===== src/rtl/alu_instr_sequencer.sv =====
// rtl/alu_instr_sequencer.sv - fetch/execute control sequencer for register-register ALU instructions
module alu_instr_sequencer #(
    parameter int                NREG       = 16,
    parameter int                ALU_W      = 5,
    parameter logic [ALU_W-1:0]  INC_CODE   = 5'b11111,
    parameter logic [ALU_W-1:0]  MAX_ALU_OP = 5'b01100
) (
    input  logic              clk,
    input  logic              clr,
    input  logic              start,
    input  logic              run,
    input  logic              mem_rdy,
    input  logic [31:0]       ir,
    output logic [NREG-1:0]   reg_in,
    output logic [NREG-1:0]   reg_out,
    output logic              pout,
    output logic              pen,
    output logic              maren,
    output logic              read,
    output logic              mdren,
    output logic              mdrout,
    output logic              iren,
    output logic              yen,
    output logic              zloen,
    output logic              zloout,
    output logic [ALU_W-1:0]  alu_control,
    output logic              busy,
    output logic              done,
    output logic              illegal
);

    typedef enum logic [2:0] {S_IDLE, S_T0, S_T1, S_T2, S_T3, S_T4, S_T5} state_t;

    localparam logic [4:0] NREG_L = 5'(NREG);

    state_t            state, state_nx;
    logic              t1_first;
    logic [ALU_W-1:0]  fld_op;
    logic [3:0]        fld_ra, fld_rb, fld_rc;
    logic [ALU_W-1:0]  alu_hold;
    logic              done_q, illegal_q;
    logic              bad;
    logic [NREG-1:0]   ra_oh, rb_oh, rc_oh;
    logic              unused_ir_bits;

    assign unused_ir_bits = ^ir[14:0];

    assign bad = (fld_op > MAX_ALU_OP) || ({1'b0, fld_ra} >= NREG_L) ||
                 ({1'b0, fld_rb} >= NREG_L) || ({1'b0, fld_rc} >= NREG_L);

    always_ff @(posedge clk) begin
        if (clr) state <= S_IDLE;
        else     state <= state_nx;
    end

    always_comb begin
        state_nx = state;
        case (state)
            S_IDLE:  if (start) state_nx = S_T0;
            S_T0:    state_nx = S_T1;
            S_T1:    if (mem_rdy) state_nx = S_T2;
            S_T2:    state_nx = S_T3;
            S_T3:    state_nx = bad ? S_IDLE : S_T4;
            S_T4:    state_nx = S_T5;
            S_T5:    state_nx = run ? S_T0 : S_IDLE;
            default: state_nx = S_IDLE;
        endcase
    end

    // Instruction fields are captured on the edge into T3 and stay stable for the execute phase.
    always_ff @(posedge clk) begin
        if (clr) begin
            t1_first  <= 1'b0;
            alu_hold  <= '0;
            done_q    <= 1'b0;
            illegal_q <= 1'b0;
            fld_op    <= '0;
            fld_ra    <= '0;
            fld_rb    <= '0;
            fld_rc    <= '0;
        end else begin
            t1_first <= (state == S_T0);
            done_q   <= (state == S_T5);
            if (state == S_T0)      alu_hold <= INC_CODE;
            else if (state == S_T4) alu_hold <= fld_op;
            if (state == S_IDLE && start)   illegal_q <= 1'b0;
            else if (state == S_T3 && bad)  illegal_q <= 1'b1;
            if (state == S_T2) begin
                fld_op <= ir[31 -: ALU_W];
                fld_ra <= ir[26:23];
                fld_rb <= ir[22:19];
                fld_rc <= ir[18:15];
            end
        end
    end

    always_comb begin
        for (int i = 0; i < NREG; i++) begin
            ra_oh[i] = (fld_ra == 4'(i));
            rb_oh[i] = (fld_rb == 4'(i));
            rc_oh[i] = (fld_rc == 4'(i));
        end
    end

    always_comb begin
        reg_in      = '0;
        reg_out     = '0;
        pout        = 1'b0;
        pen         = 1'b0;
        maren       = 1'b0;
        read        = 1'b0;
        mdren       = 1'b0;
        mdrout      = 1'b0;
        iren        = 1'b0;
        yen         = 1'b0;
        zloen       = 1'b0;
        zloout      = 1'b0;
        alu_control = alu_hold;
        busy        = (state != S_IDLE);
        done        = done_q;
        illegal     = illegal_q;
        case (state)
            S_T0: begin
                pout        = 1'b1;
                maren       = 1'b1;
                zloen       = 1'b1;
                alu_control = INC_CODE;
            end
            S_T1: begin
                read   = 1'b1;
                mdren  = 1'b1;
                pen    = t1_first;
                zloout = t1_first;
            end
            S_T2: begin
                mdrout = 1'b1;
                iren   = 1'b1;
            end
            S_T3: begin
                if (!bad) begin
                    reg_out = rb_oh;
                    yen     = 1'b1;
                end
            end
            S_T4: begin
                reg_out     = rc_oh;
                zloen       = 1'b1;
                alu_control = fld_op;
            end
            S_T5: begin
                reg_in = ra_oh;
                zloout = 1'b1;
            end
            default: ;
        endcase
    end

endmodule

===== config.mk =====
export PLATFORM = sky130hd
export DESIGN_NAME = alu_instr_sequencer
export DESIGN_NICKNAME = d
export VERILOG_FILES = /design/src/rtl/alu_instr_sequencer.sv
export SDC_FILE = /design/constraint.sdc
export NUM_CORES = 1
export LEC_CHECK = 0
export ABC_AREA = 1
export BUFFER_PORTS_ARGS = -buffer_cell sky130_fd_sc_hd__buf_2
export CAP_MARGIN = 20
export CORE_ASPECT_RATIO = 0.6
export CORE_MARGIN = 4
export CORE_UTILIZATION = 30
export CTS_CLUSTER_DIAMETER = 100
export DETAILED_ROUTE_END_ITERATION = 6
export GPL_ROUTABILITY_DRIVEN = 1
export HOLD_SLACK_MARGIN = 0.03
export SYNTH_ARGS = -nofsm -noshare
export SYNTH_HDL_FRONTEND = slang
export SYNTH_SLANG_ARGS = --single-unit

===== constraint.sdc =====
create_clock -name clk -period 2.54 [get_ports clk]
set_input_delay 0.127 -clock clk [delete_from_list [all_inputs] [get_ports clk]]
set_output_delay 0.127 -clock clk [all_outputs]
set_load 0.02 [all_outputs]

Yosys cells after proc, flatten, opt, wreduce, memory -nomap -nowiden

Index checks and enable logic that the tools add are counted.

Multiplexer cells: 19
Equality and inequality tests: 53
Reduce and logical (&&, ||, !) cells: 11
Magnitude comparators: 1

Operators with widths:

| operator                                                              | count |
|---|---|
| 4-bit == test (second input constant)                                 | 24 |
| 4-bit by 3-bit == test with 1-bit output (second input constant)      | 12 |
| 16-bit 2-to-1 mux                                                     | 2 |
| 16-bit one-hot mux with 2 select lines                                | 1 |
| 4-bit by 2-bit == test with 1-bit output (second input constant)      | 6 |
| 3-bit one-hot mux with 7 select lines                                 | 1 |
| 4-bit by 1-bit == test with 1-bit output (second input constant)      | 3 |
| 4-bit logical NOT                                                     | 3 |
| 5-bit 2-to-1 mux                                                      | 2 |
| 5-bit one-hot mux with 2 select lines                                 | 1 |
| 3-bit == test (second input constant)                                 | 3 |
| 3-bit 2-to-1 mux                                                      | 3 |
| 1-bit 2-to-1 mux                                                      | 8 |
| 3-bit by 2-bit == test with 1-bit output (second input constant)      | 2 |
| 5-bit by 4-bit > comparator with 1-bit output (second input constant) | 1 |
| 2-bit != test (second input constant)                                 | 2 |
| 2-bit OR reduction                                                    | 2 |
| 3-bit by 1-bit == test with 1-bit output (second input constant)      | 1 |
| 3-bit logical NOT                                                     | 1 |
| 3-bit nonzero test                                                    | 1 |
| 1-bit logical AND                                                     | 2 |
| 1-bit one-hot mux with 2 select lines                                 | 1 |
| 2-bit AND reduction                                                   | 1 |
| 2-bit nonzero test                                                    | 1 |

Output and inout bits: 50
Input bits: 37
Register bits: 28

Logic depth before layout (Yosys ltp)

Word-level depth: 3
Depth in mapped cells: 8
Depth with buffers taken out: 7

Worst setup path after synthesis

OpenSTA, ideal clock, no wires.

Path type: reg2out
Start: reg state[0]
End: out pout
Required time: 2413 ps
Path buffers: 2
Path slack: 1063 ps
Cell stages (with the launch flop): 7
Data arrival time: 1350 ps
Cell sequence: dfxtp_1 -> inv_2 -> nor2_2 -> buf_4 -> inv_1 -> nor2_1 -> buf_4

Cells in the longest elaborated chain, start to end: 2

Ends and longest elaborated chain:

| element                                  | line | text |
|---|---|---|
| start, declared                          | 36   | `state_t state, state_nx;` |
| start signal, assigned                   | 53   | `else state <= state_nx;` |
| 3-bit by 1-bit == test with 1-bit output | --   |  |
| 1-bit 2-to-1 mux                         | --   |  |
| end, declared                            | 16   | `output logic pout,` |

No other way between the ends.

Worst setup path after layout

Start: reg state[2]
End: out reg_out[12]

Cells in the longest elaborated chain, start to end: 2

Ends and longest elaborated chain:

| element                                  | line | text |
|---|---|---|
| 3-bit == test                            | 122  | `case (state)` |
| 16-bit one-hot mux with 2 select lines * | 122  |  |
| end, declared                            | 15   | `output logic [NREG-1:0] reg_out,` |

Every way passes the cells marked *; elsewhere a longest branch is shown, timed or not.

==> flow_summary_export.csv <==
group,metric,value,unit
floorplanning,die_x,99.7,um
critical_path,reg2reg_from,"state[2]",
cells_and_area,final-seq-area,561,um2
critical_path,r2r_setup_slack,0.85,ns
critical_path,critPathKind,"flip-flop to output pin",
cells_and_area,syn_to_final_growth,30.0,%
global_route,grt_max_degree,24,
power,leakagePower,0.000991,uW
sta,worstMarginPinSlew,0.537,ns
critical_path,crit_top_cell,"nand2_1",
routing,wl_per_cell,11.9,um
min_path,min_path_type,"input pin to flip-flop",
clocking,cts_sinks,28,
routing,drc,0,
routing,vias,1689,
synthesis,synth_cell_types,21,
routing,viasPerCell,4.65,
synthesis,netlist_top_cells_count,"nor2_1, nand2_1, inv_1",
power,irDropWorstVdd,225,uV
synthesis,ys_seq_area_frac,0.371,
critical_path,slowest_delay,0.54,ns
synthesis,async_reset_ff_frac,0,
global_route,grt_pass1_wl,7430,um
sta,slew_violations,0,
global_route,antenna_found_initial,0,
critical_path,path_delay_family,"simple AND/OR/NAND/NOR gates",
critical_path,worstPathMaxFanout,19,
critical_path,startpoint,"state[2]",
sta,setup_viol,0,
place,place_ws,0.845,ns
synthesis,postSynthAreaPerCell,6.44,um2
cells_and_area,fillers,548,
synthesis,ys_top_cells_by_area,"dfxtp_1, nor2_1, nand2_1",
clocking,cts_hold_buffers,0,
place,port_buffers,71,
sta,fmax,502,MHz
routing,ant_nets,0,
critical_path,cp.depth,7,
sta,period_minus_slack,1.99,ns
outcome,outcome,"complete, no violations",
clocking,cts-root-buf,"clkbuf_8",
synthesis,synthFlopType,"dfxtp_1",
routing,drt_iter0_markers,38,
synthesis,netlist.area_leader.share,0.371,
clocking,path_clk_slew,0.10,ns
synthesis,yosysTopAreaCell,"dfxtp_1",
sta,skew,0.0105,ns
critical_path,crit_path_top_delay_cell,"dfxtp_1",
power,power.density,647,nW/um2
place,place.gp.congestion,0.841,
critical_path,end_kind,"output pin",
routing,drt_first_pass_iters,5,
critical_path,rr_worst_depth,5,
clocking,cts_buffers,3,
cells_and_area,drive_gt1_frac,0.297,
critical_path,critical_path.endpoint,"reg_out[12]",
synthesis,ys_warn_count,0,
floorplanning,row_count,19,
flow_run,maxCapViolCount,0,
critical_path,critPathLaunchType,"flip-flop",
cells_and_area,num_antenna_cells,0,
synthesis,syn_nets,272,
clocking,cts_htree_levels,1,
sta,worst_slack,0.548,ns
sta,fin_tns_setup,0,ns
critical_path,path_buf_inv,1,
global_route,first_global_vias,1574,
critical_path,crit_path_cell_trace,"nand2_1, nor2_2, nand3_2, nor2_1, nand2_1, nand2_1, buf_2",
sta,relSlewSlack,0.642,
synthesis,synthCells,235,
critical_path,cp.arrival,1.87,ns
cells_and_area,fin_area,1970,um2
cells_and_area,multi_input_area,758,um2
place,placed_area,1900,um2
place,dpl.hpwl,3410,um
floorplanning,coreArea,4710,um2
synthesis,synth-edff-count,0,
sta,fin_crit_sh,0.784,
sta,rsz0062_at_grt,"false",
synthesis,syn_area,1510,um2
synthesis,ys_ff_latch,28,
floorplanning,die_h,63.0,um
global_route,overflow,0,
floorplanning,pin_count,87,
cells_and_area,nets,338,
clocking,cts_buffer_depth,2,
critical_path,reg2reg_to,"fld_op[4]",
floorplanning,start_util,0.321,
routing,totalWireLength,4320,um
clocking,cts_setup_buffers,0,
clocking,clock_latency,0.28,ns
clocking,ctsResizeCount,0,
synthesis,yosysMostFrequentCell,"nor2_1",
clocking,cts_tree,"built",
global_route,track_usage,0.143,
sta,final-hold-violation-count,0,
floorplanning,dieArea,6280,um2
critical_path,worstPathRequired,2.41,ns
[cells in the final DEF (no fill, tap or decap), drive strengths merged]
cell type   n
nand2      41
bufinv      1
nor3        2
inv        34
nand3       5
a21oi      20
dfxtp      28
o22ai      17
nand3b      1
or2         2
nor2       48
buf        73
nand4       4
o21ai      18
clkbuf      3
and2        3
[kinds of logic after synthesis]
logic type	synth area share
AND/OR/NAND/NOR	0.298
flip-flops	0.371
AO/OA/AOI/OAI	0.203
buffers and inverters	0.128
[flip-flops by register name (all words and copies together), names as in the netlist]
signal / count
state: 3
alu_hold: 5
fld_rb: 4
fld_op: 5
illegal: 1
fld_rc: 4
fld_ra: 4
done: 1
t1_first: 1
[power breakdown]
group	internal (uW)	switching (uW)	total (uW)
Combinational	130	261	392
Clock	211	143	355
Sequential	489	37.8	526
Total	830	442	1270
[metrics by stage]
stage	utilization	hold WS [ns]	total power, uW	cells
floorplan	-	0.287	824	235
global placement	0.403	0.383	928	359
detailed placement	0.403	0.385	932	359
CTS	0.418	0.0894	1290	363
global route	0.418	0.109	1360	363
finish	0.418	0.0983	1270	363
[cell type report]
cell class | instances | share of cell area
Sequential cell | 28 | 0.285
Tap cell | 63 | 0.0401
Multi-Input combinational cell | 161 | 0.385
Timing Repair Buffer | 73 | 0.188
Inverter | 34 | 0.0649
Clock inverter | 1 | 0.0153
Clock buffer | 3 | 0.0210
[how the worst min path moves through the flow]
stage / from / endpoint / cells past startpoint
after floorplan: start / illegal / 3
after global placement: ir[17] / fld_rc[2] / 3
after detailed placement: ir[17] / fld_rc[2] / 3
after CTS: ir[23] / fld_ra[0] / 3
after global routing: clr / state[0] / 2
final: ir[23] / fld_ra[0] / 3
[metal layers]
layer  vias up  wire length [um]  GRT usage
met3         4               376     0.0524
met4         0                10     0.0102
met5         -                 0          0
li1        883                 -          -
met1       741              2150      0.203
met2        61              1780      0.217
[worst register-to-register path, stage by stage (launching register included)]
cell and delay (ns):
dfxtp_1 0.43, inv_1 0.18, nand3_2 0.35, buf_4 0.31, o21ai_0 0.24, a21oi_1 0.06
No activity file was read; power rests on OpenSTA's default activity.
